<file path="src/rtl/bus_timer_slave_pkg.sv">
// Shared bus constants and timer register map for the bus timer slave.
// Register indices, control bit positions and strobe polarities live here.
package bus_timer_slave_pkg;

  localparam int unsigned WORD_DATA_W  = 32;
  localparam int unsigned TIMER_ADDR_W = 2;

  // Access direction on the rw line.
  localparam logic READ  = 1'b1;
  localparam logic WRITE = 1'b0;

  // Active-low strobe levels.
  localparam logic ENABLE_  = 1'b0;
  localparam logic DISABLE_ = 1'b1;

  typedef logic [WORD_DATA_W-1:0] word_t;

  typedef enum logic [TIMER_ADDR_W-1:0] {
    TimerCtrl  = 2'd0,
    TimerIntr  = 2'd1,
    TimerExpr  = 2'd2,
    TimerCount = 2'd3
  } timer_reg_e;

  localparam int unsigned CTRL_START_BIT    = 0;
  localparam int unsigned CTRL_PERIODIC_BIT = 1;
  localparam int unsigned INTR_EXPIRED_BIT  = 0;

endpackage

</file>
<file path="src/rtl/bus_timer_slave_if.sv">
// Slave-side bus bundle for the timer: strobes, address, data and the
// active-low ready.
interface bus_timer_slave_if;
  import bus_timer_slave_pkg::*;

  logic                    cs_;
  logic                    as_;
  logic                    rw;
  logic [TIMER_ADDR_W-1:0] addr;
  word_t                   wr_data;
  word_t                   rd_data;
  logic                    rdy_;

  modport master (
    output cs_,
    output as_,
    output rw,
    output addr,
    output wr_data,
    input  rd_data,
    input  rdy_
  );

  modport slave (
    input  cs_,
    input  as_,
    input  rw,
    input  addr,
    input  wr_data,
    output rd_data,
    output rdy_
  );

endinterface

</file>
<file path="src/rtl/bus_timer_slave.sv">
// Programmable 32-bit timer on the system bus: one-shot or periodic expiry,
// level interrupt, single-cycle bus response with no wait states.
module bus_timer_slave
  import bus_timer_slave_pkg::*;
(
  input  logic             clk,
  input  logic             reset,
  bus_timer_slave_if.slave bus,
  output logic             irq
);

  logic       access;
  logic       wr_en;
  logic       rd_en;
  timer_reg_e reg_sel;

  assign access  = (bus.cs_ == ENABLE_) && (bus.as_ == ENABLE_);
  assign wr_en   = access && (bus.rw == WRITE);
  assign rd_en   = access && (bus.rw == READ);
  assign reg_sel = timer_reg_e'(bus.addr);

  logic  start_q, start_d;
  logic  periodic_q, periodic_d;
  logic  expired_q, expired_d;
  word_t expr_q, expr_d;
  word_t count_q, count_d;
  logic  expire;

  assign expire = start_q && (count_q == expr_q);

  // Read mux sees pre-edge register values, so reads return state at the accepting edge.
  word_t rd_val;

  always_comb begin
    rd_val = '0;
    unique case (reg_sel)
      TimerCtrl: begin
        rd_val[CTRL_START_BIT]    = start_q;
        rd_val[CTRL_PERIODIC_BIT] = periodic_q;
      end
      TimerIntr:  rd_val[INTR_EXPIRED_BIT] = expired_q;
      TimerExpr:  rd_val = expr_q;
      TimerCount: rd_val = count_q;
      default:    rd_val = '0;
    endcase
  end

  // Bus response: ready strobe and read data are valid for exactly one cycle.
  word_t rd_data_q;
  logic  rdy_q;

  always_ff @(posedge clk or negedge reset) begin
    if (!reset) begin
      rd_data_q <= '0;
      rdy_q     <= DISABLE_;
    end else begin
      rdy_q     <= access ? ENABLE_ : DISABLE_;
      rd_data_q <= rd_en ? rd_val : '0;
    end
  end

  assign bus.rd_data = rd_data_q;
  assign bus.rdy_    = rdy_q;

  // Timer next state; later assignments take priority over earlier ones.
  always_comb begin
    start_d    = start_q;
    periodic_d = periodic_q;
    expired_d  = expired_q;
    expr_d     = expr_q;
    count_d    = count_q;

    if (start_q) begin
      count_d = count_q + word_t'(1);
    end

    if (expire) begin
      count_d   = '0;
      expired_d = 1'b1;
      if (!periodic_q) begin
        start_d = 1'b0;
      end
    end

    if (wr_en) begin
      unique case (reg_sel)
        TimerCtrl: begin
          start_d    = bus.wr_data[CTRL_START_BIT];
          periodic_d = bus.wr_data[CTRL_PERIODIC_BIT];
        end
        TimerIntr: begin
          // A same-edge expiry must not be lost to a software clear.
          if (!expire) begin
            expired_d = bus.wr_data[INTR_EXPIRED_BIT];
          end
        end
        TimerExpr:  expr_d  = bus.wr_data;
        TimerCount: count_d = bus.wr_data;
        default: ;
      endcase
    end
  end

  always_ff @(posedge clk or negedge reset) begin
    if (!reset) begin
      start_q    <= 1'b0;
      periodic_q <= 1'b0;
      expired_q  <= 1'b0;
      expr_q     <= '0;
      count_q    <= '0;
    end else begin
      start_q    <= start_d;
      periodic_q <= periodic_d;
      expired_q  <= expired_d;
      expr_q     <= expr_d;
      count_q    <= count_d;
    end
  end

  assign irq = expired_q;

endmodule

</file>
<file path="src/flat_wrapper.sv">
// flat-port wrapper written by rule: the top's interface ports become plain ports
module bus_timer_slave_flat import bus_timer_slave_pkg::*;
  (clk, reset, irq, bus_cs_, bus_as_, bus_rw, bus_addr, bus_wr_data, bus_rd_data, bus_rdy_);
  bus_timer_slave_if bus_i ();
  input  logic clk;
  input  logic reset;
  output logic irq;
  input wire logic [$bits(bus_i.cs_)-1:0] bus_cs_;
  input wire logic [$bits(bus_i.as_)-1:0] bus_as_;
  input wire logic [$bits(bus_i.rw)-1:0] bus_rw;
  input wire logic [$bits(bus_i.addr)-1:0] bus_addr;
  input wire logic [$bits(bus_i.wr_data)-1:0] bus_wr_data;
  output wire logic [$bits(bus_i.rd_data)-1:0] bus_rd_data;
  output wire logic [$bits(bus_i.rdy_)-1:0] bus_rdy_;
  assign bus_i.cs_ = bus_cs_;
  assign bus_i.as_ = bus_as_;
  assign bus_i.rw = bus_rw;
  assign bus_i.addr = bus_addr;
  assign bus_i.wr_data = bus_wr_data;
  assign bus_rd_data = bus_i.rd_data;
  assign bus_rdy_ = bus_i.rdy_;
  bus_timer_slave u_core (.clk(clk), .reset(reset), .bus(bus_i), .irq(irq));
endmodule
</file>
<file path="config.mk">
export PLATFORM = sky130hd
export DESIGN_NAME = bus_timer_slave_flat
export DESIGN_NICKNAME = d
export VERILOG_FILES = /design/src/rtl/bus_timer_slave_pkg.sv /design/src/rtl/bus_timer_slave_if.sv /design/src/rtl/bus_timer_slave.sv /design/src/flat_wrapper.sv
export SDC_FILE = /design/constraint.sdc
export NUM_CORES = 1
export LEC_CHECK = 0
export ABC_CLOCK_PERIOD_IN_PS = 4980
export CORE_MARGIN = 4
export CORE_UTILIZATION = 31
export DETAILED_ROUTE_END_ITERATION = 16
export PLACE_DENSITY_LB_ADDON = 0.25
export SLEW_MARGIN = 20
export SYNTH_ARGS = -nofsm -noshare
export SYNTH_HDL_FRONTEND = slang
export SYNTH_SLANG_ARGS = --single-unit
</file>
<file path="constraint.sdc">
create_clock -name clk -period 4.98 [get_ports clk]
set_clock_uncertainty 0.2 [all_clocks]
set_input_delay 0.747 -clock clk [delete_from_list [all_inputs] [get_ports clk]]
set_output_delay 0.747 -clock clk [all_outputs]
set_load 0.03 [all_outputs]
</file>
=== Word level (Yosys, flattened, before mapping) ===
Index checks and enable logic that the tools add are counted.

* Flip-flop bits (word level): 100
* Logic and storage cells: 39

* Add/sub/neg operators: 1
* Equality and inequality tests: 4
* Muxes and demuxes: 17
* Bitwise logic cells: 3
* Reduce and logical (&&, ||, !) cells: 7

{| class="wikitable"
|+ Operator list
! kind !! count
|-
| $mux W32 || 5
|-
| $pmux W30 S2 || 1
|-
| $add A32 B1 Y32 const B || 1
|-
| $eq A32 B32 Y1 || 1
|-
| $mux W1 || 9
|-
| $eq A2 B2 Y1 const B || 2
|-
| $logic_and A1 B1 Y1 || 4
|-
| $pmux W1 S4 || 1
|-
| $reduce_and A2 Y1 || 2
|-
| $not A1 Y1 || 3
|-
| $pmux W1 S3 || 1
|-
| $eq A2 B1 Y1 const B || 1
|-
| $logic_not A2 Y1 || 1
|}

=== Longest topological paths before layout ===
* Word-level depth: 6
* Gate-level depth with buffers: 7
* Depth with buffers taken out: 6

=== Worst setup path before layout ===
OpenSTA, ideal clock, no wires.

* Kind: input to register
* Start point: input port bus_addr[0]
* End point: register u_core.expr_q[10]
* Library setup time: 125 ps
* Arrival time: 1927 ps
* Required time: 4655 ps
* Setup slack: 2728 ps
* Stages: 4
* Path through: clkbuf_1 -> nand3b_1 -> clkbuf_1 -> mux2_2

* Cells in the longest elaborated chain, start to end: 2

{| class="wikitable"
|+ RTL lines
! what !! line !! RTL
|-
| start: declaration || flat_wrapper.sv:11 || <nowiki>input wire logic [$bits(bus_i.addr)-1:0] bus_addr;</nowiki>
|-
| $eq A2 B2 Y1 || bus_timer_slave.sv:86 || <nowiki>unique case (reg_sel)</nowiki>
|-
| $reduce_and A2 Y1 (no line) || -- ||
|-
| end signal: assignment || bus_timer_slave.sv:115 || <nowiki>expr_q <= expr_d;</nowiki>
|-
| end: declaration || bus_timer_slave.sv:25 || <nowiki>word_t expr_q, expr_d;</nowiki>
|}

Every way passes these cells.
A chain may end at the register's enable or synchronous reset.

=== Final worst setup path ===
* Start point: input port bus_addr[0]
* End point: register u_core.count_q[6]

* Cells in the longest elaborated chain, start to end: 3

{| class="wikitable"
|+ RTL lines
! what !! line !! RTL
|-
| $eq A2 B2 Y1 || bus_timer_slave.sv:86 ||
|-
| $mux W32 || bus_timer_slave.sv:86 ||
|-
| $mux W32 || bus_timer_slave.sv:85 || <nowiki>if (wr_en) begin</nowiki>
|-
| net u_core.count_d[6] || bus_timer_slave.sv:26 || <nowiki>word_t count_q, count_d;</nowiki>
|-
| end signal: assignment || bus_timer_slave.sv:116 || <nowiki>count_q <= count_d;</nowiki>
|-
| end: declaration || bus_timer_slave.sv:26 ||
|}

The timed path passes the listed nets, and every way through them passes these cells.

==> run_results.csv <==
group,metric,value,unit
grt,grt_start_max_net_pins,68,
clocking,clock-root-buffer,"clkbuf_16",
detailed_routing,drtAntennaViolNets,0,
critical_path,crit_fanout,38,
floorplan,std_cell_rows,46,
synth,synth-compound-area-share,6.08,%
clocking,post_cts_buffers,0,
synth,synth_seq_cells,100,
critical_path,category_of_the_worst_setup_path_capture_point,"register",
synth,main_combinational_cell_family_by_area_after_synthesis,"simple AND/OR/NAND/NOR gates",
synth,primary_ff_master_synth,"dfrtp_1",
clocking,insertion_delay,0.34,ns
power_and_ir_drop,internal-power,1.68,mW
finish,finish.net_count,550,
clocking,cts.path.max_buffers,2,
detailed_routing,wirelength_met1,5640,um
grt,vias_in_the_first_global_route,3733,
synth,synthSimpleGateAreaFrac,15.6,%
clocking,path_clk_slew,0.07,ns
finish,antennaDiodeCount,0,
synth,synth.top_cell.area_share,49.7,%
floorplan,core_area,15800,sq um
power_and_ir_drop,fraction_of_power_consumed_by_sequential_logic,46.9,%
synth,synth_top_area_cell,"dfrtp_1",
critical_path,critical_path.cell_chain,"buf_2, nand3_1, o31ai_4, o21ai_0",
run,timing.max_cap.violations,0,
floorplan,die_w,135,um
synth,mappedNetlistArea,4980,sq um
detailed_routing,number_of_search_and_repair_iterations_in_the_first_detailed_routing_pass,4,
critical_path,ff2ff_path_depth,5,
power_and_ir_drop,power.share.switching,32.1,%
detailed_routing,route.met3.wl,653,um
status,status,"completed",
critical_path,crit-reg2reg-launch,"u_core.count_q[16]$_DFF_PN0_",
critical_path,worst-endpoint-required,4.96,ns
critical_path,crit-reg2reg-capture,"u_core.count_q[6]$_DFF_PN0_",
floorplan,dieHeight,135,um
power_and_ir_drop,power.clock.fraction,30.3,%
synth,synth.most_common_cell,"dfrtp_1",
timing,final.hold.worst_slack,0.305,ns
clocking,cts_resized,0,
detailed_routing,first_iter_violations,258,
timing,final.period_utilization,61.8,%
synth,synthesis.area_per_instance,11.1,sq um
power_and_ir_drop,p_per_area,400,nW/um^2
timing,layout_min_cycle_time,3.08,ns
critical_path,cp_top_family,"buffers and inverters",
detailed_routing,viasPerCell,4.81,
grt,grt_util_all_layers,14.3,%
synth,number_of_distinct_library_cells_after_synthesis,41,
placed_design,detailed_place_hpwl,8830,um
timing,grt_setup_unrepaired,"false",
power_and_ir_drop,power.static_leakage,2.60,nW
clocking,clock_sink_count,100,
placed_design,place.port_buffers,72,
detailed_routing,total_drc_errors_in_the_routed_layout,0,
synth,async_reset_ff_share,100,%
critical_path,cp_slowest_stage_delay,0.82,ns
synth,synth-adder-area-share,0.251,%
critical_path,critical_path.n_buffers_inverters,1,
floorplan,die_area,18200,sq um
timing,accumulated_negative_setup_slack,0,ns
critical_path,timing.reg2reg.setup_slack,1.94,ns
timing,timing.max_slew.rel_slack,26.6,%
power_and_ir_drop,power.switching,0.793,mW
floorplan,ioPinCount,73,
detailed_routing,via_count,3517,
synth,synth_fp_nets,488,
timing,final-hold-violation-count,0,
detailed_routing,highest_signal_layer_in_the_routed_design,"met4",
grt,grt_pass1_wl,20400,um
critical_path,critical-path-slowest-cell,"buf_2",
finish,syn2layout_area_growth,24.1,%
placed_design,routabilityCongestion,0.840,
synth,synth.area.mux_share,14.6,%
clocking,cts-hold-fix-buffers,0,
detailed_routing,met2_wirelength,6050,um
synth,netlist_top_cells_count,"dfrtp_1 (99), xor2_1 (53), nor2_1 (49), nand2_1 (42), mux2_2 (34)",
timing,maxSlewViolCount,0,
synth,synth.top_cells.by_area,"dfrtp_1 (50%), xor2_1 (9.3%), mux2_2 (7.7%)",
synth,synth_warnings,0,
timing,report.final.setup_viol,0,
timing,max_slew.worst_pin.slew,1.10,ns
synth,syn_inst,448,
critical_path,critical_path_class,"input port to register",
grt,grt-ovfl-total,0,
critical_path,critical_path_arrival,3.06,ns
synth,yosysSeqAreaShare,50.3,%
timing,max_clock_freq,325,MHz
synth,synth_xor_xnor_area_share,10.4,%
detailed_routing,route.detailed.wl_per_inst,17.1,um
finish,post_route_cells_drive_above_1_share,15.3,%
synth,synth_enable_flop_cells,0,
clocking,tritoncts,"built",
grt,grt_antenna_before_repair,0,
hold_path,hp-class,"input port to asynchronous set/reset pin",
critical_path,cp_launch_type,"input port",
floorplan,start_util,31.5,%
power_and_ir_drop,maximum_vdd_drop,155,uV
finish,num-fill-cells,1537,
power_and_ir_drop,comb_power_share,22.8,%
clocking,tritoncts.num_buffers,9,
clocking,htree_num_levels,3,
detailed_routing,postRouteWirelength,12500,um
## power groups by stage
stage                     sequential, mW  combinational, mW  clock, mW
final                               1.16              0.563      0.750
after global routing                1.19              0.625      0.799
after CTS                           1.16              0.573      0.768
after detailed placement            1.17              0.567          0
after global placement              1.16              0.562          0
after floorplan                     1.12              0.423          0
## worst max-delay path by stage
| stage | from | end | slack, ns | cells past startpoint |
|---|---|---|---|---|
| final | bus_addr[0] | u_core.count_q[6]$_DFF_PN0_ | 1.90 | 4 |
| after global placement | bus_addr[0] | u_core.count_q[8]$_DFF_PN0_ | 1.53 | 4 |
| after floorplan | bus_addr[0] | u_core.expr_q[10]$_DFFE_PN0P_ | 2.73 | 4 |
| after CTS | u_core.count_q[16]$_DFF_PN0_ | u_core.count_q[6]$_DFF_PN0_ | 1.87 | 5 |
| after detailed placement | bus_addr[0] | u_core.count_q[4]$_DFF_PN0_ | 1.51 | 4 |
| after global routing | bus_addr[0] | u_core.count_q[8]$_DFF_PN0_ | 1.62 | 4 |
## flip-flops by register name (all words and copies together) (netlist names)
name	cells
u_core.bus.rd_data	32
u_core.bus.rdy_	1
u_core.count_q	32
u_core.expr_q	32
u_core.irq	1
u_core.periodic_q	1
u_core.start_q	1
## logic make-up (layout without fill, tap and decap cells)
logic type / after synthesis / after routing
DFF: 100 / 100
buffers and inverters: 28 / 95
xor gates and xnor gates: 59 / 59
muxes: 67 / 67
AOI/OAI and AO/OA: 41 / 41
adders and majority gates: 1 / 1
and+or+nand+nor: 152 / 152
## stage by stage
step | instances | setup slack (ns) | power (mW) | utilization [%] | instance area [sq um]
4_1_cts | 731 | 1.87 | 2.50 | 39.1 | 6180
3_5_place_dp | 715 | 1.51 | 1.74 | 37.1 | 5860
2_1_floorplan | 448 | 2.73 | 1.54 | - | 4980
5_1_grt | 731 | 1.62 | 2.61 | 39.1 | 6180
3_3_place_gp | 715 | 1.53 | 1.72 | 37.1 | 5860
6_report | 731 | 1.90 | 2.47 | 39.1 | 6180
## final cells by class
| type | instances | area [sq um] | area share (%) |
|---|---|---|---|
| inverter | 3 | 11.3 | 0.182 |
| tap | 216 | 270 | 4.37 |
| multi-input combinational | 320 | 2340 | 37.8 |
| sequential | 100 | 2500 | 40.5 |
| clock inverter | 7 | 91.3 | 1.48 |
| timing repair buffer | 76 | 743 | 12.0 |
| clock buffer | 9 | 225 | 3.64 |
## placed cells by master, fill, tap and decap left out, types with 2 or more instances in the layout
| master | count |
|---|---|
| a211oi_1 | 4 |
| a21oi_1 | 3 |
| a31oi_1 | 2 |
| and3_1 | 7 |
| and4_1 | 3 |
| buf_4 | 5 |
| bufinv_16 | 2 |
| clkbuf_16 | 9 |
| clkdlybuf4s50_1 | 70 |
| clkinv_2 | 3 |
| dfrtp_1 | 99 |
| inv_1 | 2 |
| mux2_2 | 34 |
| mux2i_1 | 32 |
| nand2_1 | 42 |
| nand3_1 | 12 |
| nand4_1 | 15 |
| nand4_2 | 2 |
| nor2_1 | 49 |
| nor3_1 | 4 |
| nor3_2 | 2 |
| nor4_1 | 6 |
| nor4_2 | 5 |
| o21ai_0 | 9 |
| o21ai_2 | 10 |
| o31ai_1 | 7 |
| xnor2_1 | 6 |
| xor2_1 | 53 |
## per-layer routing
layer | up-vias | GRT usage (%)
met5 | - | 0
met4 | 0 | 4.47
met3 | 11 | 3.46
met2 | 91 | 23.2
met1 | 1730 | 19.0
li1 | 1685 | -
(Power assumes the default switching activity.)
